<file path="src/rtl/ps2_rx_port.sv">
// PS/2 keyboard receiver: pin synchronizer, 11-bit frame FSM,
// scancode FIFO and DATA/STATUS bus registers.
module ps2_rx_port #(
  parameter int FIFO_DEPTH     = 8,
  parameter int TIMEOUT_CYCLES = 50000
) (
  input  logic        clk,
  input  logic        rst,
  input  logic        ps2_clk,
  input  logic        ps2_data,
  input  logic        sel,
  input  logic        addr,
  input  logic        rd,
  input  logic [3:0]  wenable,
  input  logic [31:0] wdata,
  output logic [31:0] rdata,
  output logic        irq
);

  localparam int AW = $clog2(FIFO_DEPTH);
  localparam int CW = AW + 1;
  localparam int TW = $clog2(TIMEOUT_CYCLES + 1);
  localparam logic [CW-1:0] DEPTH_C = CW'(FIFO_DEPTH);
  localparam logic [TW-1:0] TMO_C   = TW'(TIMEOUT_CYCLES);

  typedef enum logic [1:0] {
    ST_IDLE,
    ST_DATA,
    ST_PARITY,
    ST_STOP
  } state_t;

  logic ck1_q, ck2_q, ck3_q;
  logic dt1_q, dt2_q;
  logic fall_q, bit_q;
  logic fall_d;

  state_t        state_q;
  logic [2:0]    cnt_q;
  logic [7:0]    shift_q;
  logic          par_q;
  logic [TW-1:0] tmo_q;

  logic [7:0]    mem_q [FIFO_DEPTH];
  logic [AW-1:0] wptr_q, rptr_q;
  logic [CW-1:0] count_q;
  logic          ovf_q, fe_q;

  logic frame_end, frame_ok, tmo_hit;
  logic pop, push_ok, ovf_set, fe_set, clr;
  logic not_empty;
  logic unused_ok;

  assign fall_d = ck3_q & ~ck2_q;

  // Edge pulse and data bit are registered together so the FSM
  // samples both from the same stage.
  always_ff @(posedge clk) begin
    if (rst) begin
      ck1_q  <= 1'b1;
      ck2_q  <= 1'b1;
      ck3_q  <= 1'b1;
      dt1_q  <= 1'b1;
      dt2_q  <= 1'b1;
      fall_q <= 1'b0;
      bit_q  <= 1'b1;
    end else begin
      ck1_q  <= ps2_clk;
      ck2_q  <= ck1_q;
      ck3_q  <= ck2_q;
      dt1_q  <= ps2_data;
      dt2_q  <= dt1_q;
      fall_q <= fall_d;
      bit_q  <= dt2_q;
    end
  end

  assign not_empty = (count_q != '0);
  assign frame_end = (state_q == ST_STOP) && fall_q;
  assign frame_ok  = frame_end && bit_q && ^{shift_q, par_q};
  assign tmo_hit   = (state_q != ST_IDLE) && !fall_q
                     && (tmo_q == TMO_C);

  assign pop     = sel & rd & ~addr & not_empty;
  assign push_ok = frame_ok & ((count_q != DEPTH_C) | pop);
  assign ovf_set = frame_ok & ~push_ok;
  assign fe_set  = (frame_end & ~frame_ok) | tmo_hit;
  assign clr     = sel & wenable[0] & addr;

  always_ff @(posedge clk) begin
    if (rst) begin
      state_q <= ST_IDLE;
      cnt_q   <= '0;
      shift_q <= '0;
      par_q   <= 1'b0;
      tmo_q   <= '0;
    end else begin
      if (state_q == ST_IDLE || fall_q) begin
        tmo_q <= '0;
      end else begin
        tmo_q <= tmo_q + TW'(1);
      end
      unique case (state_q)
        ST_IDLE: begin
          if (fall_q && !bit_q) begin
            state_q <= ST_DATA;
            cnt_q   <= '0;
          end
        end
        ST_DATA: begin
          if (tmo_hit) begin
            state_q <= ST_IDLE;
          end else if (fall_q) begin
            shift_q <= {bit_q, shift_q[7:1]};
            cnt_q   <= cnt_q + 3'd1;
            if (cnt_q == 3'd7) state_q <= ST_PARITY;
          end
        end
        ST_PARITY: begin
          if (tmo_hit) begin
            state_q <= ST_IDLE;
          end else if (fall_q) begin
            par_q   <= bit_q;
            state_q <= ST_STOP;
          end
        end
        ST_STOP: begin
          if (tmo_hit || fall_q) state_q <= ST_IDLE;
        end
        default: state_q <= ST_IDLE;
      endcase
    end
  end

  always_ff @(posedge clk) begin
    if (push_ok) mem_q[wptr_q] <= shift_q;
  end

  always_ff @(posedge clk) begin
    if (rst) begin
      wptr_q  <= '0;
      rptr_q  <= '0;
      count_q <= '0;
    end else begin
      if (push_ok) wptr_q <= wptr_q + AW'(1);
      if (pop)     rptr_q <= rptr_q + AW'(1);
      if (push_ok && !pop) begin
        count_q <= count_q + CW'(1);
      end else if (pop && !push_ok) begin
        count_q <= count_q - CW'(1);
      end
    end
  end

  // A set in the same cycle as a clear keeps the flag high.
  always_ff @(posedge clk) begin
    if (rst) begin
      ovf_q <= 1'b0;
      fe_q  <= 1'b0;
    end else begin
      if (ovf_set) begin
        ovf_q <= 1'b1;
      end else if (clr && wdata[1]) begin
        ovf_q <= 1'b0;
      end
      if (fe_set) begin
        fe_q <= 1'b1;
      end else if (clr && wdata[2]) begin
        fe_q <= 1'b0;
      end
    end
  end

  always_comb begin
    rdata = '0;
    unique case (1'b1)
      !addr && not_empty: rdata = {24'b0, mem_q[rptr_q]};
      addr: rdata = {20'b0, 4'(count_q), 5'b0,
                     fe_q, ovf_q, not_empty};
      default: rdata = '0;
    endcase
  end

  assign irq = not_empty;

  assign unused_ok = ^{wenable[3:1], wdata[31:3], wdata[0]};

endmodule

</file>
<file path="config.mk">
export PLATFORM = sky130hd
export DESIGN_NAME = ps2_rx_port
export DESIGN_NICKNAME = d
export VERILOG_FILES = /design/src/rtl/ps2_rx_port.sv
export SDC_FILE = /design/constraint.sdc
export NUM_CORES = 1
export LEC_CHECK = 0
export CORE_ASPECT_RATIO = 2
export CORE_UTILIZATION = 30
export DETAILED_ROUTE_END_ITERATION = 10
export GPL_TIMING_DRIVEN = 0
export SYNTH_ARGS = -nofsm -noshare
export SYNTH_HDL_FRONTEND = slang
export SYNTH_SLANG_ARGS = --single-unit
export TNS_END_PERCENT = 1
</file>
<file path="constraint.sdc">
create_clock -name clk -period 7 [get_ports clk]
set_clock_uncertainty 0.2 [all_clocks]
set_input_delay 1.4 -clock clk [delete_from_list [all_inputs] [get_ports clk]]
set_output_delay 1.4 -clock clk [all_outputs]
set_load 0.05 [all_outputs]
</file>
**After elaboration in Yosys (flattened, before gate mapping)**

Memories as Yosys holds them, arrays and structs flattened. A register that Yosys moved wholly into a read port is not among the register bits.
Cells that the tools add are included.

- Muxes and demuxes: 23
- $add $sub $neg: 6
- Bitwise logic cells: 16
- Equality and inequality tests: 13
- Reductions and logical operators: 31

Operators with widths:

| operator | count |
|---|---|
| $pmux W12 S2 | 1 |
| $add A16 B1 Y16 const B | 1 |
| $eq A16 B16 Y1 const B | 1 |
| $mux W3 | 5 |
| $mux W2 | 7 |
| $logic_and A1 B1 Y1 | 11 |
| $reduce_bool A2 Y1 | 5 |
| $add A3 B1 Y3 const B | 3 |
| $and A1 B1 Y1 | 9 |
| $ne A3 B3 Y1 const B | 3 |
| $reduce_xor A9 Y1 | 1 |
| $mux W4 | 2 |
| $pmux W2 S4 | 1 |
| $mux W1 | 6 |
| $pmux W3 S2 | 1 |
| $reduce_and A3 Y1 | 2 |
| $logic_not A1 Y1 | 5 |
| $not A1 Y1 | 5 |
| $reduce_and A5 Y1 | 1 |
| $add A4 B1 Y4 const B | 1 |
| $eq A2 B2 Y1 const B | 2 |
| $ne A2 B1 Y1 const B | 2 |
| $ne A2 B2 Y1 const B | 2 |
| $ne A4 B4 Y1 const B | 1 |
| 9 further kinds | 11 |

- RAM bits: 64
- Input bits: 43
- Memories: 1
- Word-level logic and storage cells: 107
- Register bits after elaboration: 49
- Output and inout bits: 33

Memories:

| name | depth | width | read ports | clocked after Yosys merged registers in | write ports | RTL line | source |
|---|---|---|---|---|---|---|---|
| mem_q | 8 | 8 | 1 | 1 | 1 | 44 | `logic [7:0] mem_q [FIFO_DEPTH];` |

**Logic depth before layout (Yosys ltp)**

- Word-level depth: 9
- Depth in mapped cells: 12
- Depth with buffers taken out: 11

**Worst setup path after synthesis**

OpenSTA, ideal clock, no wires.

- Kind: input to output
- From: in addr
- To: out rdata[1]
- Cell stages on the path: 4
- Setup slack: 2.281 ns
- Path buffers: 2
- Arrival time: 3.119 ns
- Data required time: 5.400 ns
- Cell sequence: clkbuf_1 or2_2 clkbuf_1 o21ai_0

- Cells in the longest elaborated chain, start to end: 3

Ends and longest elaborated chain:

| what | RTL line | source |
|---|---|---|
| from (decl) | 12 | `input logic addr,` |
| $logic_not A1 Y1 | 177 | `!addr && not_empty: rdata = {24'b0, mem_q[rptr_q]};` |
| $logic_and A1 B1 Y1 | 177 |  |
| $pmux W12 S2 (*) | 176 | `unique case (1'b1)` |
| to (decl) | 16 | `output logic [31:0] rdata,` |

Every way passes the cells marked *; elsewhere a longest branch is shown, timed or not.

**Worst setup path in the final report**

- From: in addr
- To: out rdata[2]

The elaborated chain is that of the path after synthesis.

==> out/results.tsv <==
metric	value	unit
Post-CTS Setup Bufs	0	
RSZ-0062 raised after global routing	false	
post-layout power	1.55	mW
actual slew at the worst max-slew pin	1.09	ns
Core Util, Final	37.4	%
latest clock arrival within the worst-skew pair	0.41	ns
status	complete, no violations	
HP Class	reg2reg	
Via Count	3049	
ANT nets after route	0	
vias per cell	4.58	
Top FF cell, synth	edfxtp_1	
routability congestion estimate	0.801	
total CTS buffers	17	
CTS clock-pin slew for the worst setup and hold paths	0.06	ns
TritonCTS clock tree	done	
crit end category	output pin	
Max VDD drop	0.179	mV
Slew Limit Fails	0	
I/O pin cnt	76	
#FFs+latches synth	116	
async set-reset flop share out of synthesis	0	%
post-DR wirelength/cell	14.3	um
gr ovfl total	0	
CTS Hold Bufs	0	
Worst setup startpoint	addr	
Hold Crit Start	ck1_q	
mapped cell area	5000	um^2
first-pass GRT wire length	15.4	mm
Synth cell types	49	
kind of critical path	in2out	
Tmin final	5.35	ns
Routed WL	9.55	mm
clock sink total	116	
Crit path required time	5.40	ns
Final Cycle Share	76.4	%
die area	17200	um^2
Final WS setup	1.65	ns
Reg2Reg Setup Slack	3.60	ns
crit-path max FO	10	
Worst R2R Path Depth	11	
setup_tns	0	ns
Max Clk Rate	0.187	GHz
vias in the first global route	3096	
Layout Nets	502	
TritonRoute pass-1 iters	6	
Starting DRT DRC Count	114	
part of the Yosys area used for sequential elements	59.2	%
Syn Area/Cell	12.8	um^2
LEAKAGE	2.17	nW
proportion of layout cells with a drive suffix above 1	18.2	%
Post-Place Setup Slack	1.56	ns
Post-synth EDFFs	64	
FILL cells	1520	
Ant. Diodes	0	
post-CTS resize count	0	
Max Cap Violations	0	
most frequent cells in the layout	edfxtp_1 (64), dfxtp_1 (52), nor2_1 (50)	
row count	66	
CTS root buffer	clkbuf_16	
register area	2960	um^2
max_slew headroom	26.7	%
post-DP HPWL	7.07	mm
Reg-to-Reg Start	count_q[0]	
Synth Instances	390	
die span in y	185	um
Multi-input gate area	1860	um^2
Total GRT Usage	12.2	%
drc violations	0	
H-tree depth	4	
final setup fails	0	
synth-to-layout area growth	21.8	%
CTS max path bufs	2	
Port Buffers	21	
YS warnings	0	
post-route insts no fill	666	
Critical Path AT	3.75	ns
Fin. Hold Viols	0	
Core Area	16300	um^2
commonest non-fill, non-tap cell in the layout	edfxtp_1	
Starting Density	30.7	%
crit path capture	rdata[2]	
PwrDens	254	nW/um^2
placed cell count	634	
antenna violations before repair	0	
CP Launch Type	input pin	
Die X	93.3	um
largest net degree at the start of global routing	17	
Worst R2R End	count_q[3]	
cell usage after synthesis (2+ instances only):
library cell  count  area (um^2)
mux4_2           16          360
nand3b_1          3         22.5
or2_2             8         50.1
or3_1             3         18.8
a211oi_1          2         15.0
buf_4            20          150
nor3_1            7         35.0
xnor2_1          12          105
buf_2             2         10.0
nor2_1           50          188
mux2i_1          19          190
dfxtp_1          52         1040
xor2_1            8         70.1
a21o_1            2         15.0
ha_1              9          113
o21ai_0           6         30.0
clkbuf_1         14         52.6
nand2b_1          6         37.5
nand3_1           5         25.0
and2_1            6         37.5
nor2b_1           3         18.8
inv_1            10         37.5
and4_1            2         17.5
nand4b_1          2         17.5
edfxtp_1         64         1920
nand4_1           8         50.1
a21oi_1          14         70.1
nor4_1            3         18.8
nand2_1          14         52.6
routing by layer:
metal | track usage, % | up-vias | wire length (um)
li1 | - | 1478 | -
met1 | 10.8 | 1469 | 3290
met2 | 24.0 | 83 | 5630
met3 | 3.09 | 19 | 355
met4 | 6.52 | 0 | 276
met5 | 0 | - | 0
flip-flops by register name (all words and copies together) (netlist names), 2 cells and up, named ones only:
name	flops
cnt_q	3
count_q	4
mem_q	64
rptr_q	3
shift_q	8
state_q	2
tmo_q	16
wptr_q	3
logic make-up (layout without fill, tap and decap cells):
group	Yosys count	count (layout)	synth area share (%)
AOI/OAI and AO/OA	27	27	3.10
xor gates and xnor gates	23	23	4.78
other	1	20	0.0750
adders and majority gates	10	10	2.65
buffers and inverters	47	100	5.08
DFF	116	116	59.2
and+or+nand+nor	129	129	13.4
muxes	37	37	11.7
critical path, cell delays in order:
cell	delay, ns
clkdlybuf4s50_1	0.45
clkbuf_1	0.28
or2_2	0.36
clkbuf_1	0.21
o21ai_0	0.22
clkdlybuf4s50_1	0.83
per-stage QoR:
stage / area (um^2) / hold WS (ns)
global placement: 5540 / 0.191
detailed placement: 5540 / 0.197
global route: 6090 / 0.217
floorplan: 5070 / 0.189
finish: 6090 / 0.206
CTS: 6090 / 0.211
worst min-delay path by stage:
| stage | to | slack (ns) | cells past startpoint |
|---|---|---|---|
| 2_1_floorplan | bit_q | 0.19 | 1 |
| 3_3_place_gp | ck2_q | 0.19 | 1 |
| 3_5_place_dp | ck2_q | 0.20 | 1 |
| 4_1_cts | ck2_q | 0.21 | 1 |
| 5_1_grt | ck2_q | 0.22 | 1 |
| 6_report | ck2_q | 0.21 | 1 |
power breakdown:
group	leakage, nW	switching (mW)	internal, mW
combinational	0.896	0.0319	0.0139
sequential	1.01	0.000719	0.713
clock	0.261	0.330	0.460
total	2.17	0.362	1.19
cell type report:
class / instances / area share, %
clock buffers: 17 / 6.98
flip-flops and latches: 116 / 48.6
multi-input cells: 246 / 30.6
well taps: 204 / 4.19
repair buffers: 21 / 3.45
inverters: 10 / 0.616
plain buffers: 37 / 3.55
clock inverters: 15 / 1.99
Power figures use the tool's default switching activity.
